### config.mk
export PLATFORM = sky130hd
export DESIGN_NAME = game_packet_decoder
export DESIGN_NICKNAME = d
export VERILOG_FILES = /design/src/rtl/game_packet_decoder.sv
export SDC_FILE = /design/constraint.sdc
export NUM_CORES = 1
export LEC_CHECK = 0
export ABC_AREA = 1
export BUFFER_PORTS_ARGS = -buffer_cell sky130_fd_sc_hd__buf_2
export CAP_MARGIN = 20
export CORE_MARGIN = 2
export CORE_UTILIZATION = 30
export DETAILED_ROUTE_END_ITERATION = 8
export MAX_ROUTING_LAYER = met4
export PLACE_DENSITY = 0.47
export REMOVE_ABC_BUFFERS = 1
export SLEW_MARGIN = 10
export SYNTH_ARGS = -nofsm -noshare
export SYNTH_HDL_FRONTEND = slang
export SYNTH_SLANG_ARGS = --single-unit
### constraint.sdc
create_clock -name clk_in -period 7.7 [get_ports clk_in]
set_input_delay 0.385 -clock clk_in [delete_from_list [all_inputs] [get_ports clk_in]]
set_output_delay 0.385 -clock clk_in [all_outputs]
set_load 0.01 [all_outputs]
### src/rtl/game_packet_decoder.sv
// Receive-side game-state decoder: skips the MAC header, pulls a 48-bit payload
// from the RMII dibit stream, validates it and publishes the opponent's state.
module game_packet_decoder #(
  parameter int          HEADER_DIBITS  = 56,
  parameter logic [7:0]  MAGIC          = 8'hA5,
  parameter int          TIMEOUT_CYCLES = 5_000_000
) (
  input  logic        clk_in,
  input  logic        rst_in,
  input  logic        axiiv,
  input  logic [1:0]  axiid,
  output logic [10:0] opponent_x,
  output logic [10:0] opponent_y,
  output logic [8:0]  opponent_dir,
  output logic        opponent_stat,
  output logic        update_out,
  output logic        link_up,
  output logic [7:0]  err_count
);

  localparam int PAYLOAD_DIBITS = 24;
  localparam int HDR_W          = $clog2(HEADER_DIBITS + 1);
  localparam int TO_W           = $clog2(TIMEOUT_CYCLES + 1);

  localparam logic [HDR_W-1:0] HDR_LAST = HDR_W'(HEADER_DIBITS - 1);
  localparam logic [4:0]       PAY_LAST = 5'(PAYLOAD_DIBITS - 1);
  localparam logic [TO_W-1:0]  TO_MAX   = TO_W'(TIMEOUT_CYCLES);
  localparam logic [TO_W-1:0]  TO_LAST  = TO_W'(TIMEOUT_CYCLES - 1);

  typedef enum logic [2:0] {
    S_IDLE,
    S_HEADER,
    S_PAYLOAD,
    S_CHECK,
    S_DRAIN
  } state_t;

  state_t           r_state;
  logic [HDR_W-1:0] r_hdr_cnt;
  logic [4:0]       r_pay_cnt;
  logic [47:0]      r_shift;
  logic [TO_W-1:0]  r_to_cnt;
  logic [10:0]      r_x;
  logic [10:0]      r_y;
  logic [8:0]       r_dir;
  logic             r_stat;
  logic             r_update;
  logic             r_link;
  logic [7:0]       r_err;

  // Payload fields, MSB-first as received
  logic [7:0]  w_magic;
  logic [10:0] w_x;
  logic [10:0] w_y;
  logic [8:0]  w_dir;
  logic        w_stat;
  logic [7:0]  w_csum_rx;
  logic [7:0]  w_csum_calc;
  logic        w_accept;
  logic        w_err_inc;

  assign w_magic   = r_shift[47:40];
  assign w_x       = r_shift[39:29];
  assign w_y       = r_shift[28:18];
  assign w_dir     = r_shift[17:9];
  assign w_stat    = r_shift[8];
  assign w_csum_rx = r_shift[7:0];

  always_comb begin
    w_csum_calc = 8'h00;
    for (int i = 0; i < 5; i++) begin
      w_csum_calc = w_csum_calc ^ r_shift[47-8*i -: 8];
    end
  end

  assign w_accept = (r_state == S_CHECK) && (w_magic == MAGIC) &&
                    (w_dir <= 9'd359) && (w_csum_calc == w_csum_rx);

  // Truncated header/payload and failed validation are the only error sources
  assign w_err_inc = ((r_state == S_HEADER)  && !axiiv) ||
                     ((r_state == S_PAYLOAD) && !axiiv) ||
                     ((r_state == S_CHECK)   && !w_accept);

  always_ff @(posedge clk_in or posedge rst_in) begin
    if (rst_in) begin
      r_state   <= S_IDLE;
      r_hdr_cnt <= '0;
      r_pay_cnt <= '0;
      r_shift   <= '0;
      r_to_cnt  <= '0;
      r_x       <= '0;
      r_y       <= '0;
      r_dir     <= '0;
      r_stat    <= 1'b0;
      r_update  <= 1'b0;
      r_link    <= 1'b0;
      r_err     <= '0;
    end else begin
      r_update <= 1'b0;

      // An accept in the expiry cycle takes priority over the timeout
      if (w_accept) begin
        r_to_cnt <= '0;
        r_link   <= 1'b1;
      end else if (r_to_cnt != TO_MAX) begin
        r_to_cnt <= r_to_cnt + 1'b1;
        if (r_to_cnt == TO_LAST) begin
          r_link <= 1'b0;
        end
      end

      if (w_err_inc && (r_err != 8'hFF)) begin
        r_err <= r_err + 8'd1;
      end

      case (r_state)
        S_IDLE: begin
          if (axiiv) begin
            r_pay_cnt <= '0;
            if (HEADER_DIBITS == 1) begin
              r_state <= S_PAYLOAD;
            end else begin
              r_hdr_cnt <= HDR_W'(1);
              r_state   <= S_HEADER;
            end
          end
        end

        S_HEADER: begin
          if (!axiiv) begin
            r_state <= S_IDLE;
          end else if (r_hdr_cnt == HDR_LAST) begin
            r_pay_cnt <= '0;
            r_state   <= S_PAYLOAD;
          end else begin
            r_hdr_cnt <= r_hdr_cnt + 1'b1;
          end
        end

        S_PAYLOAD: begin
          if (!axiiv) begin
            r_state <= S_IDLE;
          end else begin
            r_shift <= {r_shift[45:0], axiid};
            if (r_pay_cnt == PAY_LAST) begin
              r_state <= S_CHECK;
            end else begin
              r_pay_cnt <= r_pay_cnt + 1'b1;
            end
          end
        end

        S_CHECK: begin
          if (w_accept) begin
            r_x      <= w_x;
            r_y      <= w_y;
            r_dir    <= w_dir;
            r_stat   <= w_stat;
            r_update <= 1'b1;
          end
          r_state <= axiiv ? S_DRAIN : S_IDLE;
        end

        S_DRAIN: begin
          if (!axiiv) begin
            r_state <= S_IDLE;
          end
        end

        default: r_state <= S_IDLE;
      endcase
    end
  end

  assign opponent_x    = r_x;
  assign opponent_y    = r_y;
  assign opponent_dir  = r_dir;
  assign opponent_stat = r_stat;
  assign update_out    = r_update;
  assign link_up       = r_link;
  assign err_count     = r_err;

endmodule

==> impl_metrics.yaml, run 1 <==
setup_path:
  cp_cell_sequence: "inv_2, nand2_1, nand2_1, nand2_1, nand2_1, nand2_1, nand3_1, nand2_1, nand3_1, nor2_1, nand2_4, inv_1, nor3b_1"
  crit_buf_inv: 2
  timing_worst_setup_path_type: "reg2reg"
  path_delay_family: "simple AND/OR/NAND/NOR gates"
  ff2ff_setup_slack_ns: 4.85
  cp-start-kind: "register"
  critical_path_depth: 13
  reg2reg_depth: 13
  max_stage_delay_ns: 0.72
  worstPathRequired_ns: 8.02
  cp_common_cell: "nand2_1"
  crit_fanout: 75
  slowest_stage: "nand2_4"
  arrival_ns: 3.17
  end_kind: "register"
floorplan:
  dieArea_mm2: 0.0220
  core_mm2: 0.0203
  initial_utilization_pct: 30.7
  die_x_um: 148
  ios: 47
  die_h_um: 148
  rows: 52
global_route:
  grt_pass1_wl_mm: 23.1
  grt_max_degree: 99
  grt_overflow: 0
  grt_pass1_vias: 4647
  grtUsageTotal_pct: 13.6
  antenna_found_initial: 0
layout:
  syn2layout_area_growth_pct: 17.4
  final_cell_mix: "nand2_1, dfrtp_1, inv_1, o21ai_0, nand3_1"
  final_common_cell: "nand2_1"
  fin_nets: 812
  drive_above_1_share_pct: 15.8
  antennaDiodeCount: 0
sta:
  relSlewSlack_pct: 34.4
  report.final.slew_viol_count: 0
  grt_setup_unrepaired: "false"
  max_freq_ghz: 0.351
  final-setup-viol-count: 0
  min_period_ns: 2.85
  tightest_slew_ns: 0.982
  fin_crit_sh_pct: 37.0
  finalHoldViolations: 0
  hold-worst-slack_ns: 0.112
  skew_ns: 0.00942
  finalSetupTns_ns: 0
logic_synthesis:
  synth-warning-count: 0
  synth_area_mm2: 0.00623
  syn_area_per_cell_um2: 8.27
  seq_area_frac_synth_pct: 51.0
  synth_seq_cells: 127
  syn_inst: 754
  yosysUniqueCellTypes: 33
route:
  drtPass1Iterations: 5
  ant_nets: 0
  routed_wl_mm: 13.5
  drtIter0Drc: 259
  vias: 4829
  drc: 0
  vias_per_cell: 4.45
  wire_per_inst_um: 12.4
min_path:
  hold_path_class: "in2async"
placement:
  hpwl_mm: 9.05
  io_buffers: 46
  gp_congestion: 0.754
cts:
  clock_latency_ns: 0.42
  cts_tree: "yes"
  clk_path_buf_depth: 2
  hold_buffers: 0
  cts_buffers: 17
  clkTransAtPathRegs_ns: 0.06
  post_cts_buffers: 0
  cts-resized-gates: 0
  htreeDepth: 4
  cts.sinks: 127
  root_buffer: "clkbuf_16"
pwr:
  p_per_area_mw_per_mm2: 354
  vdd_drop_max_v: 0.000190
  cellLeakagePower_uw: 0.00369
run:
  maxCapViolCount: 0
status:
  status: "complete, no violations"
-- report_power, final --
part	internal (µW)	switching (µW)	total [µW]
registers	821	154	975
logic	261	499	759
clock network	550	309	859
-- area by class of cell --
cell class | instances | area (µm²)
repair buffers | 48 | 245
fillers | 2165 | 13000
clock buffers | 18 | 439
multi-input cells | 508 | 2550
well taps | 270 | 338
inverters | 100 | 378
flip-flops and latches | 127 | 3180
clock inverters | 13 | 188
-- final timing paths --
| kind | startpoint | to |
|---|---|---|
| min reg2reg | opponent_y[7] | opponent_y[7] |
| min | rst_in | r_shift[41] |
| min in group clk_in | axiid[1] | r_shift[1] |
| max reg2reg | r_shift[14] | r_to_cnt[2] |
| max in group asynchronous | rst_in | r_shift[24] |
| max | r_shift[14] | r_to_cnt[2] |
-- synthesized netlist by cell type --
| library cell | n | area share, % |
|---|---|---|
| a21oi_1 | 13 | 1.0 |
| a31oi_1 | 3 | 0.30 |
| buf_2 | 4 | 0.32 |
| buf_4 | 1 | 0.12 |
| buf_6 | 8 | 1.4 |
| clkbuf_1 | 6 | 0.36 |
| dfrtp_1 | 127 | 51 |
| ha_1 | 5 | 1.0 |
| inv_1 | 97 | 5.8 |
| inv_2 | 3 | 0.18 |
| nand2_1 | 224 | 13 |
| nand2_2 | 1 | 0.10 |
| nand2_4 | 2 | 0.36 |
| nand3_1 | 58 | 4.7 |
| nand3_2 | 2 | 0.32 |
| nand3b_1 | 1 | 0.12 |
| nand4_1 | 6 | 0.60 |
| nor2_1 | 45 | 2.7 |
| nor2_2 | 5 | 0.50 |
| nor2_4 | 1 | 0.18 |
| nor3_1 | 11 | 0.88 |
| nor3_2 | 1 | 0.16 |
| nor3b_1 | 4 | 0.48 |
| nor4_1 | 4 | 0.40 |
| o21a_1 | 2 | 0.24 |
| o21ai_0 | 60 | 4.8 |
| o21ai_1 | 1 | 0.080 |
| o21ai_2 | 32 | 4.5 |
| o21bai_2 | 1 | 0.18 |
| o31ai_1 | 1 | 0.12 |
| o41ai_1 | 2 | 0.28 |
| xnor2_1 | 5 | 0.70 |
| xor2_1 | 18 | 2.5 |
-- state kept, by name, summed over array words and instances (netlist names) --
name / cells
link_up: 1
opponent_y: 11
r_to_cnt: 23
update_out: 1
err_count: 8
opponent_stat: 1
r_shift: 48
r_pay_cnt: 5
opponent_dir: 9
r_state: 3
r_hdr_cnt: 6
opponent_x: 11
-- cells by family after synthesis --
group                    synth area share, %
adder cells (fa/ha/maj)                 1.00
XOR/XNOR                                3.23
flip-flops                              51.0
buffers and inverters                   8.27
AND/OR/NAND/NOR                         25.0
AO/OA/AOI/OAI                           11.6
-- per-layer routing --
metal  vias up  track usage [%]  wire, µm
met5         -                -         0
met1      2242             19.0      6970
met4         0             5.14       216
met3        16             2.82       406
met2        62             19.5      5880
li1       2509                -         -
-- per-stage QoR --
step                      utilization (%)  cell area, µm²  power (µW)  std cells  setup WS, ns
after floorplan                         -            6090        1550        735          3.89
after global placement               33.0            6690        1750       1053          4.82
after global routing                 36.1            7320        2810       1084          4.45
after CTS                            36.1            7320        2630       1084          4.79
after detailed placement             33.0            6690        1760       1053          4.82
final                                36.1            7320        2590       1084          4.85
No activity file was read; power rests on OpenSTA's default activity.
==> inputs of run 2 (changes only) <==
- PLACE_DENSITY: 0.47 -> 0.48
- clock period: 7.7 -> 2.5 ns (I/O delays scaled with it)
==> run 2 against run 1 <==
  * Via count increased by 1.5%
  * Sequential power increased to 3.1 times the previous value
  * Power increased to 3.1 times the previous value
  * Hold slack improved by 0.19 ns
  * Clock power increased to 3.0 times the previous value
  * Core utilization increased by 0.58 points
  * Fmax increased by 35%
  * Non-clock buffer count increased by 10
  * Die area unchanged
  * Largest cell class unchanged
  * Clock skew increased by 0.0045 ns
  * Highest routed layer unchanged
  * Clock-buffer cell count increased by 4
==> impl_metrics.yaml, run 2 (synthesis results as in run 1) <==
pwr:
  clock_power_share_pct: 32.1
  intPower_uw: 5000
  cellLeakagePower_uw: 0.00372
  power_frac_comb_pct: 30.1
  p_switching_uw: 2930
  sw_frac_of_total_pct: 37.0
  pwr-share-seq_pct: 37.7
  vdd_drop_max_v: 0.000557
  p_per_area_mw_per_mm2: 1070
  total_power_uw: 7930
layout:
  multiInputGateArea_mm2: 0.00255
  final_util_pct: 36.6
  drive_above_1_share_pct: 16.2
  fin_area_mm2: 0.00744
  syn2layout_area_growth_pct: 19.3
  final_common_cell: "nand2_1"
  regArea_mm2: 0.00318
  nFillCells: 2159
  largest_reg_flops: 48
  regMostFlops: "r_shift"
  antennaDiodeCount: 0
  fin_nets: 822
  top_regs: "r_shift (48), r_to_cnt (23)"
  final_cell_mix: "nand2_1, dfrtp_1, inv_1, o21ai_0, nand3_1"
sta:
  fin_crit_sh_pct: 84.5
  relSlewSlack_pct: 58.1
  report.final.slew_viol_count: 0
  final-setup-viol-count: 0
  skew_ns: 0.0139
  min_period_ns: 2.11
  finalHoldViolations: 0
  grt_setup_unrepaired: "false"
  tightest_slew_ns: 0.622
  max_freq_ghz: 0.473
route:
  ant_nets: 0
  routed_wl_mm: 13.4
  vias_per_cell: 4.47
  wire_per_inst_um: 12.2
  drtIter0Drc: 285
  drc: 0
  drtPass1Iterations: 5
  vias: 4900
setup_path:
  arrival_ns: 2.45
  cp-start-kind: "register"
  reg2reg_depth: 14
  end_kind: "register"
  worstPathRequired_ns: 2.83
  rr_startpoint: "r_shift[12]"
  crit_fanout: 27
  timing_worst_setup_path_type: "reg2reg"
  startpoint: "r_shift[12]"
global_route:
  antenna_found_initial: 0
  grt_max_degree: 53
  grt_pass1_vias: 4735
  grt_overflow: 0
  grt_pass1_wl_mm: 23.1
  grtUsageTotal_pct: 13.6
placement:
  io_buffers: 46
  gp_congestion: 0.744
  postPlaceCellArea_mm2: 0.00679
  hpwl_mm: 9.49
cts:
  clock_latency_ns: 0.42
  clkTransAtPathRegs_ns: 0.06
  htreeDepth: 4
  post_cts_buffers: 0
  root_buffer: "clkbuf_16"
  cts_buffers: 17
  clk_path_buf_depth: 2
  cts_tree: "yes"
  cts.sinks: 127
floorplan:
  dieArea_mm2: 0.0220
  die_x_um: 148
  die_h_um: 148
  core_mm2: 0.0203
  rows: 52
  ios: 47
  initial_utilization_pct: 30.7
min_path:
  hold_path_class: "in2async"
status:
  status: "complete, no violations"
run:
  maxCapViolCount: 0
[run 2: cell types whose count changed in the layout (fill, tap and decap cells not counted), moves of 4 or more]
| cell | before | now |
|---|---|---|
| buf_12 | 0 | 4 |
| clkinv_4 | 5 | 0 |
| clkinvlp_4 | 0 | 4 |
| dlygate4sd3_1 | 0 | 4 |
[run 2: per-layer routing]
metal | track usage [%] | part of all wire (%) | vias to the layer above
met2 | 19.7 | 44 | 69
li1 | - | - | 2523
met4 | 4.43 | 0.97 | 0
met1 | 18.2 | 51 | 2302
met3 | 4.08 | 4.2 | 6
met5 | - | 0 | -
[run 2: final timing paths]
| path | end | slack, ns |
|---|---|---|
| min | r_to_cnt[4] | 0.30 |
| max reg2reg | r_to_cnt[13] | 0.39 |
| max | r_to_cnt[13] | 0.39 |
| max in group asynchronous | opponent_y[2] | 1.55 |
| min reg2reg | opponent_x[5] | 0.48 |
| min in group clk_in | r_shift[0] | 0.46 |
[run 2: through the flow]
stage	cells	TNS [ns]	setup slack [ns]	hold WS (ns)
global placement	1059	0	0.402	0.204
finish	1095	0	0.387	0.303
CTS	1095	0	0.352	0.303
detailed placement	1059	0	0.363	0.202
global route	1095	0	0.0681	0.331
floorplan	735	-186.45	-1.31	0.246
[run 2: area by class of cell]
type,instances,share of cell area [%]
flip-flops and latches,127,42.7
multi-input cells,508,34.3
clock buffers,22,6.38
repair buffers,58,5.11
inverters,100,5.08
well taps,270,4.54
clock inverters,10,1.82
[run 2: critical path, stage by stage, from the launching register on]
cell and delay (ns):
dfrtp_1 0.39, inv_1 0.15, nand2_1 0.09, nand3_1 0.14, nand2_1 0.09, nand2_1 0.07, nand3_1 0.07, nand2_1 0.07
inv_1 0.03, nand2_1 0.05, nor2_1 0.06, nand2_4 0.19, buf_4 0.36, o21ai_0 0.15, a21oi_1 0.13
[run 2: power by group through the flow]
stage,Clock (µW),Sequential (µW),Combinational [µW]
6_report,2550,2990,2390
5_1_grt,2720,3070,2820
4_1_cts,2630,3000,2440
3_5_place_dp,0,3020,2430
3_3_place_gp,0,3030,2410
2_1_floorplan,0,2920,1850
[run 2: timing repair]
action | 4_1_cts | 5_1_grt
hold buffers | 4 | 0
resized for setup | 0 | 0
hold endpoints to repair | 37 | 0
==> inputs of run 3 (changes only) <==
- ABC_AREA: 1 -> 0
- PLACE_DENSITY: 0.48 -> 0.47
- clock period: 2.5 -> 2.14 ns (I/O delays scaled with it)
==> run 3 against run 2 <==
  * The flow now finishes with violations (setup timing)
  * Die area shrank 4.3%
  * Synthesized cell count decreased by 36%
  * Sequential power down 14%
  * Register-to-register slack got worse by 0.46 ns
  * Critical endpoint is now opponent_y[9]
  * Largest cell class unchanged
==> impl_metrics.yaml, run 3 <==
status:
  status: "complete, but fails checks"
  failed_checks: "setup timing"
route:
  drc: 0
  ant_nets: 0
  drtIter0Drc: 94
  drtPass1Iterations: 4
  routed_wl_mm: 12.8
  vias: 4034
  wire_per_inst_um: 14.5
  vias_per_cell: 4.56
placement:
  io_buffers: 46
  post-place-ws_ns: -0.184
  postPlaceCellArea_mm2: 0.00694
  hpwl_mm: 8.77
  gp_congestion: 0.781
pwr:
  pwr-share-seq_pct: 44.2
  intPower_uw: 4320
  power_frac_comb_pct: 7.7
  p_switching_uw: 1460
  p_per_area_mw_per_mm2: 735
  cellLeakagePower_uw: 0.00390
  clock_power_share_pct: 48.1
  vdd_drop_max_v: 0.000490
  sw_frac_of_total_pct: 25.3
layout:
  final_cell_mix: "dfrtp_1, mux2_2, buf_4, buf_2, nor2_1"
  nFillCells: 1858
  largest_reg_flops: 48
  antennaDiodeCount: 0
  top_regs: "r_shift (48), r_to_cnt (23)"
  syn2layout_area_growth_pct: 31.9
  regMostFlops: "r_shift"
  drive_above_1_share_pct: 41.5
  fin_area_mm2: 0.00787
  fin_nets: 617
  final_common_cell: "dfrtp_1"
sta:
  min_period_ns: 2.21
  finalHoldViolations: 0
  fin_crit_sh_pct: 103
  grt_setup_unrepaired: "true"
  relSlewSlack_pct: 69.0
  report.final.slew_viol_count: 0
  final-setup-viol-count: 33
  max_freq_ghz: 0.452
  postLayoutSetupSlackWorst_ns: -0.0700
  skew_ns: 0.0120
  tightest_slew_ns: 0.461
setup_path:
  end_kind: "register"
  arrival_ns: 2.50
  ff2ff_setup_slack_ns: -0.07
  timing.rr.end: "opponent_y[9]"
  timing_worst_setup_path_type: "reg2reg"
  crit_fanout: 29
  worstPathRequired_ns: 2.43
  rr_startpoint: "r_shift[27]"
  reg2reg_depth: 6
  cp-start-kind: "register"
floorplan:
  initial_utilization_pct: 30.6
  core_mm2: 0.0195
  die_x_um: 145
  ios: 47
  dieArea_mm2: 0.0210
  rows: 51
  die_h_um: 145
logic_synthesis:
  synth_most_common_cell: "dfrtp_1"
  yosys.area_share.simple_pct: 13.6
  synth_area_mm2: 0.00596
  synth_seq_cells: 127
  synth_xor_area_share_pct: 10.5
  synthAdderAreaFrac_pct: 1.05
  async_flop_share_pct: 100
  synthFlopType: "dfrtp_1"
  syn_inst: 482
  syn_area_per_cell_um2: 12.4
  yosys-top-cells-area: "dfrtp_1, mux2_2, xnor2_1"
  synth_top_area_share_pct: 53.3
  synth_top_family_by_area: "multiplexers"
  seq_area_frac_synth_pct: 53.3
  yosysUniqueCellTypes: 52
  synth_compound_area_share_pct: 3.80
  synth.area.mux_share_pct: 15.6
  synth-warning-count: 0
  yosysTopAreaCell: "dfrtp_1"
  yosys-top-cells-count: "dfrtp_1, mux2_2, nor2_1, nand2_1, xnor2_1"
  synth-edff-count: 0
global_route:
  grt_max_degree: 55
  antenna_found_initial: 0
  grtUsageTotal_pct: 13.2
  grt_pass1_vias: 4221
  grt_overflow: 0
  grt_pass1_wl_mm: 21.9
cts:
  cts_buffers: 17
  clock_latency_ns: 0.42
  htreeDepth: 4
  root_buffer: "clkbuf_16"
  clk_path_buf_depth: 2
  cts.sinks: 127
  clkTransAtPathRegs_ns: 0.06
  cts_tree: "yes"
run:
  maxCapViolCount: 0
min_path:
  hold_path_class: "in2async"
## run 3: cell types whose count changed after synthesis, sizes merged, moves of 10 or more
cell | before | now
nor2 | 51 | 41
nand2 | 227 | 27
inv | 100 | 9
nand3 | 60 | 18
xnor2 | 5 | 27
mux2 | 0 | 81
o21ai | 93 | 8
## run 3: area by class of cell
cell class              instances  area, µm²  share of cell area (%)
clock buffers                  18        439                    5.58
well taps                     265        332                    4.22
flip-flops and latches        127       3180                    40.4
clock inverters                14        135                    1.72
repair buffers                122        902                    11.5
multi-input cells             330       2840                    36.1
inverters                       9       36.3                   0.461
## run 3: how the worst max path moves through the flow
stage | start | endpoint | slack (ns)
6_report | r_shift[27] | opponent_y[9] | -0.07
5_1_grt | r_shift[27] | opponent_y[9] | -0.17
4_1_cts | r_shift[27] | opponent_stat | -0.08
3_5_place_dp | r_shift[43] | opponent_dir[2] | -0.18
3_3_place_gp | r_shift[43] | opponent_x[0] | -0.17
2_1_floorplan | rst_in | err_count[0] | -1.35
## run 3: cell families after synthesis
family / Yosys count
buffers and inverters: 25
DFF: 127
adders and majority gates: 5
AOI/OAI and AO/OA: 32
muxes: 83
and+or+nand+nor: 151
xor gates and xnor gates: 59
## run 3: metrics by stage
step	utilization [%]	hold WS (ns)	instances	TNS, ns	total power (µW)
2_1_floorplan	-	0.256	466	-283.77	2820
3_3_place_gp	35.7	0.153	837	-8.13	2950
3_5_place_dp	35.7	0.159	837	-8.25	2970
4_1_cts	39.8	0.265	882	-2.00	5830
5_1_grt	40.4	0.299	885	-6.59	6050
6_report	40.4	0.258	885	-1.52	5780
## run 3: per-layer routing
| metal | part of all wire [%] | GRT usage [%] | vias up | routed length, µm |
|---|---|---|---|---|
| met5 | 0 | - | - | 0 |
| met4 | 0.85 | 3.42 | 0 | 109 |
| met3 | 3.2 | 4.06 | 7 | 405 |
| met2 | 48 | 20.5 | 39 | 6170 |
| met1 | 48 | 16.8 | 2024 | 6120 |
| li1 | - | - | 1964 | - |
## run 3: worst max-delay path, stage by stage, from the launching register on
cell	delay (ns)
dfrtp_1	0.39
xor2_1	0.18
xnor3_1	0.43
nand4_1	0.18
nor3_4	0.31
buf_12	0.22
mux2_2	0.35
## run 3: power groups by stage
stage / sequential [µW] / clock [µW] / combinational (µW)
after floorplan: 2600 / 0 / 228
after global placement: 2590 / 0 / 365
after detailed placement: 2590 / 0 / 377
after CTS: 2550 / 2870 / 404
after global routing: 2570 / 2980 / 495
final: 2560 / 2780 / 446
## run 3: repair_timing
item / 4_1_cts / 5_1_grt
gates cloned: 1 / 0
hold buffers: 4 / 0
setup buffers: 8 / 4
resized for setup: 30 / 19
endpoints found under the setup margin: 57 / 60
pin swaps: 8 / 10
hold endpoints to repair: 33 / 0
